--- config.mk ---
export PLATFORM = sky130hd
export DESIGN_NAME = vedic_mac_accum
export DESIGN_NICKNAME = d
export VERILOG_FILES = /design/src/rtl/vedic_mac_accum.sv
export SDC_FILE = /design/constraint.sdc
export NUM_CORES = 1
export LEC_CHECK = 0
export CORE_UTILIZATION = 50
export DETAILED_ROUTE_END_ITERATION = 8
export GPL_TIMING_DRIVEN = 0
export PLACE_DENSITY_LB_ADDON = 0.08
export SLEW_MARGIN = 20
export SYNTH_ARGS = -nofsm -noshare
export SYNTH_HDL_FRONTEND = slang
export SYNTH_SLANG_ARGS = --single-unit
--- constraint.sdc ---
create_clock -name clk -period 3.9 [get_ports clk]
set_clock_uncertainty 0.2 [all_clocks]
set_input_delay 0.78 -clock clk [delete_from_list [all_inputs] [get_ports clk]]
set_output_delay 0.78 -clock clk [all_outputs]
set_load 0.01 [all_outputs]
--- src/rtl/vedic_mac_accum.sv ---
// Purpose: sums a frame of unsigned multiplier products into a wide accumulator; `VEDIC_MAC_SAT_EN` selects saturating instead of wrapping accumulation.
// Latency: out_valid rises on the edge that accepts the in_last product; one product per cycle within a frame.
// Backpressure: in_ready drops for the whole HOLD phase until out_ready consumes the result; in_ready decodes registered state only.
module vedic_mac_accum #(
    parameter int PROD_W = 32,
    parameter int ACC_W  = 48,
    parameter int CNT_W  = 8
) (
    input  logic              clk,
    input  logic              rst,
    input  logic              in_valid,
    output logic              in_ready,
    input  logic [PROD_W-1:0] in_prod,
    input  logic              in_last,
    output logic              out_valid,
    input  logic              out_ready,
    output logic [ACC_W-1:0]  out_acc,
    output logic [CNT_W-1:0]  out_count,
    output logic              out_ovf
);

    typedef enum logic [1:0] {IDLE, ACCUM, HOLD} state_t;

    state_t            state;
    state_t            state_nxt;
    logic [ACC_W-1:0]  acc;
    logic [CNT_W-1:0]  count;
    logic              ovf;
    logic              accept;
    logic [ACC_W:0]    sum;
    logic              carry;
    logic [ACC_W-1:0]  acc_nxt;
    logic [CNT_W-1:0]  count_nxt;

    assign accept = in_valid && in_ready;
    assign sum    = {1'b0, acc} + {{(ACC_W + 1 - PROD_W){1'b0}}, in_prod};
    assign carry  = sum[ACC_W];

`ifdef VEDIC_MAC_SAT_EN
    // once clamped, any further non-zero product carries again, so the clamp holds for the frame
    assign acc_nxt = carry ? {ACC_W{1'b1}} : sum[ACC_W-1:0];
`else
    assign acc_nxt = sum[ACC_W-1:0];
`endif

    assign count_nxt = (&count) ? count : count + 1'b1;

    always_ff @(posedge clk or posedge rst) begin
        if (rst) begin
            state <= IDLE;
        end else begin
            state <= state_nxt;
        end
    end

    always_comb begin
        state_nxt = state;
        case (state)
            IDLE, ACCUM: begin
                if (accept) begin
                    state_nxt = in_last ? HOLD : ACCUM;
                end
            end
            HOLD: begin
                if (out_ready) begin
                    state_nxt = IDLE;
                end
            end
            default: state_nxt = IDLE;
        endcase
    end

    always_comb begin
        in_ready = 1'b0;
        if (!rst && state != HOLD) begin
            in_ready = 1'b1;
        end
    end

    always_ff @(posedge clk or posedge rst) begin
        if (rst) begin
            acc       <= '0;
            count     <= '0;
            ovf       <= 1'b0;
            out_acc   <= '0;
            out_count <= '0;
            out_ovf   <= 1'b0;
            out_valid <= 1'b0;
        end else if (accept) begin
            acc   <= acc_nxt;
            count <= count_nxt;
            ovf   <= ovf | carry;
            if (in_last) begin
                out_acc   <= acc_nxt;
                out_count <= count_nxt;
                out_ovf   <= ovf | carry;
                out_valid <= 1'b1;
            end
        end else if (state == HOLD && out_ready) begin
            // running frame state clears only once the result has been taken
            out_valid <= 1'b0;
            acc       <= '0;
            count     <= '0;
            ovf       <= 1'b0;
        end
    end

endmodule
==> flow_metrics.py <==
metrics = {
    "outcome": {
        "status": "complete, no violations",
    },
    "yosys": {
        "ys_ff_latch": 117,
        "synth_edf_count": 0,
        "ys_warn_count": 0,
        "netlist_area_sq_um": 6850,
        "syn_inst": 784,
        "synthDistinctLibCells": 59,
        "ys.flop_type": "dfrtp_1",
        "async_flop_share_pct": 100,
        "yosysSeqAreaShare_pct": 42.7,
        "avgSynthCellArea_sq_um": 8.74,
        "syn_nets": 855,
    },
    "pwr": {
        "switchingPower_mw": 2.43,
        "intPower_mw": 3.80,
        "p_per_area_nw_per_um2": 718,
        "max-vdd-ir-drop_mv": 0.374,
        "clkPwrFrac_pct": 25.3,
        "total_power_mw": 6.23,
        "sw_frac_of_total_pct": 38.9,
        "pwr-share-comb_pct": 45.0,
        "power_frac_seq_pct": 29.7,
        "leakagePower_nw": 3.73,
    },
    "min_path": {
        "hp-class": "reg -> reg",
    },
    "placed_design": {
        "dp_hpwl_um": 14300,
        "portBuffers": 95,
        "post-place-ws_ns": -0.273,
        "post_dp_cell_area_sq_um": 8090,
        "place.gp.congestion": 0.900,
        "placedCellCount": 1058,
    },
    "detailed_routing": {
        "drcViolationCount": 0,
        "ant_nets": 0,
        "wire_per_inst_um": 18.0,
        "dr.pass1.iters": 5,
        "drtIter0Drc": 507,
        "drt_wl_total_um": 19600,
        "vias_per_cell": 5.89,
        "via_count": 6425,
    },
    "cts": {
        "clk_path_buf_depth": 2,
        "root_buffer": "clkbuf_16",
        "insertion_delay_ns": 0.42,
        "path_clk_slew_ns": 0.06,
        "htree_levels": 4,
        "cts.sinks": 117,
        "cts_hold_buf": 0,
        "cts_tree": "done",
        "numCtsBuffers": 17,
    },
    "timing": {
        "rsz0062_at_grt": "false",
        "maxSlewViolCount": 0,
        "hold_viol_final": 0,
        "setup_viol": 0,
        "final.setup.tns_ns": 0,
        "slew_headroom_pct": 50.2,
        "finalWorstPathRequiredPeriod_ns": 3.67,
        "min_period_over_period_pct": 94.1,
        "tightest_slew_ns": 0.739,
        "max_freq_mhz": 272,
        "holdWs_ns": 0.257,
        "fin_ws_ns": 0.229,
    },
    "finish": {
        "antenna_cells": 0,
        "nFillCells": 1135,
        "post-route-util_pct": 65.3,
        "nNetsFinal": 972,
        "final_cells": 1090,
        "finalInstanceArea_sq_um": 8690,
        "area_delta_synth_final_pct": 26.8,
        "drive_gt1_share_pct": 6.56,
    },
    "floorplanning": {
        "fp.dieW_um": 119,
        "core_sq_um": 13300,
        "die_y_um": 119,
        "io_pins": 96,
        "start_util_pct": 51.5,
        "rows": 42,
        "dieArea_sq_um": 14200,
    },
    "worst_setup_path": {
        "critPathBufInv": 2,
        "reg2reg_slack_ns": 0.62,
        "crit_type": "in -> reg",
        "worst-path-stages": 12,
        "worstPathArrival_ns": 3.82,
        "r2r-start": "acc[0]",
        "max_stage_delay_ns": 0.46,
        "reg2reg_to": "out_acc[40]",
        "cp_max_fo": 10,
        "worst_setup_path_end_kind": "flip-flop",
        "crit_family": "compound AO/OA/AOI/OAI gates",
        "r2r_cells": 11,
        "crit_chain": "clkdlybuf4s50_1, ha_1, fa_1, a211oi_2, o21ai_2, a21oi_2, o21ai_4, a31oi_4, o31a_1, buf_2, o21ai_0, a31oi_1",
        "crit_start": "in_prod[0]",
        "cp-start-kind": "primary input",
        "crit_path_end": "out_acc[40]",
        "cp.required_ns": 4.05,
        "cp_slowest_cell": "fa_1",
    },
    "global_route": {
        "grt_pass1_wl_um": 31900,
        "antenna_found_initial": 0,
        "grt_max_degree": 35,
        "grt_pass1_vias": 6240,
        "grt-ovfl-total": 0,
        "track_usage_pct": 29.0,
    },
    "run": {
        "cap_viol_max_count": 0,
    },
}
==> sequential cells by signal, summed over array words and instances, names as in the netlist <==
signal / cells
acc: 48
out_acc: 48
count: 8
out_count: 8
state: 2
out_ovf: 1
out_valid: 1
ovf: 1
==> cell usage after synthesis, types with 3 or more instances <==
master    number  share of area, %
a211oi_1       5              0.55
nand2_1      109               6.0
clkbuf_1      33               1.8
inv_1         12              0.66
buf_4          4              0.44
a21oi_1       56               4.1
a21o_1        15               1.6
a31oi_1       15               1.4
or3_1          7              0.64
nor2_1        45               2.5
mux2i_1        6              0.88
dfrtp_1      117                43
o211ai_1       6              0.66
a22oi_1        3              0.33
buf_2          4              0.29
o31ai_1       10               1.1
nor3_1         8              0.58
o311ai_0       3              0.38
buf_1          4              0.22
a211o_1        3              0.38
nand3_1       53               3.9
xor2_1        17               2.2
and2_1         4              0.37
or2_2          3              0.27
xnor2_1       27               3.5
and3_1         8              0.73
ha_1          33               6.0
o21ai_1        6              0.44
o21ai_0      108               7.9
o21bai_1       4              0.44
nand2b_1       4              0.37
nand4_1       19               1.7
==> worst min path at each step <==
stage	from	to	cells past startpoint
2_1_floorplan	state[1]	state[0]	1
3_3_place_gp	state[1]	state[0]	1
3_5_place_dp	state[1]	state[0]	1
4_1_cts	state[1]	state[0]	1
5_1_grt	state[1]	state[0]	1
6_report	state[1]	state[0]	1
==> per-layer routing <==
| metal | vias to the layer above | routed length (um) | global-route usage, % |
|---|---|---|---|
| li1 | 3060 | - | - |
| met1 | 3129 | 8840 | 39.3 |
| met2 | 204 | 9350 | 46.8 |
| met3 | 32 | 1050 | 4.89 |
| met4 | 0 | 357 | 10.0 |
| met5 | - | 0 | 0 |
==> placed cells by master (no fill, tap or decap), types with 4 or more instances in the layout <==
| master | instances |
|---|---|
| o21ai_1 | 6 |
| nand3_1 | 53 |
| o31ai_1 | 10 |
| clkbuf_16 | 17 |
| buf_2 | 4 |
| nand2_1 | 109 |
| or3_1 | 7 |
| nand2b_1 | 4 |
| nand4_1 | 19 |
| buf_4 | 4 |
| nor3_1 | 8 |
| ha_1 | 33 |
| a211oi_1 | 4 |
| clkdlybuf4s50_1 | 95 |
| mux2i_1 | 6 |
| and3_1 | 8 |
| a21oi_1 | 56 |
| xnor2_1 | 27 |
| a21o_1 | 15 |
| buf_1 | 4 |
| dfrtp_1 | 117 |
| o21ai_0 | 108 |
| nor2_1 | 45 |
| inv_1 | 11 |
| xor2_1 | 17 |
| o211ai_1 | 6 |
| clkbuf_1 | 35 |
| a31oi_1 | 15 |
| o21bai_1 | 4 |
| and2_1 | 4 |
==> cell type report <==
| type | instances | area, sq um | area share [%] |
|---|---|---|---|
| repair buffers | 98 | 1010 | 11.6 |
| clock buffers | 22 | 474 | 5.46 |
| flip-flops and latches | 117 | 2930 | 33.7 |
| well taps | 176 | 220 | 2.54 |
| multi-input cells | 608 | 3680 | 42.4 |
| clock inverters | 10 | 121 | 1.40 |
| inverters | 12 | 48.8 | 0.562 |
| plain buffers | 47 | 199 | 2.29 |
==> worst reg2reg max path, cell delays in order (launching register included) <==
cell,delay (ns)
dfrtp_1,0.38
ha_1,0.23
fa_1,0.46
a211oi_2,0.28
o21ai_2,0.13
a21oi_2,0.26
o21ai_4,0.12
a31oi_4,0.28
o31a_1,0.30
buf_2,0.25
o21ai_0,0.13
a31oi_1,0.17
==> logic make-up (layout without fill, tap and decap cells) <==
kind of cell               count (synthesis)  in the layout  synth area share (%)
and+or+nand+nor                          270            270                  18.3
AOI/OAI and AO/OA                        253            253                  22.4
DFF                                      117            117                  42.7
buffers and inverters                     59            189                  3.56
xor gates and xnor gates                  44             44                  5.63
adders and majority gates                 34             34                  6.32
muxes                                      7              7                  1.04
==> timing repair <==
item,CTS,global route
endpoints found under the setup margin,0,10
endpoints found under the hold margin,0,0
buffers inserted,0,0
resized for setup,0,1
==> power by group through the flow <==
stage / clock (mW) / sequential, mW / combinational (mW)
6_report: 1.58 / 1.85 / 2.80
4_1_cts: 1.59 / 1.85 / 2.79
2_1_floorplan: 0 / 1.92 / 1.73
5_1_grt: 1.64 / 1.91 / 3.11
3_5_place_dp: 0 / 1.86 / 2.77
3_3_place_gp: 0 / 1.85 / 2.71
Power figures use the tool's default switching activity.
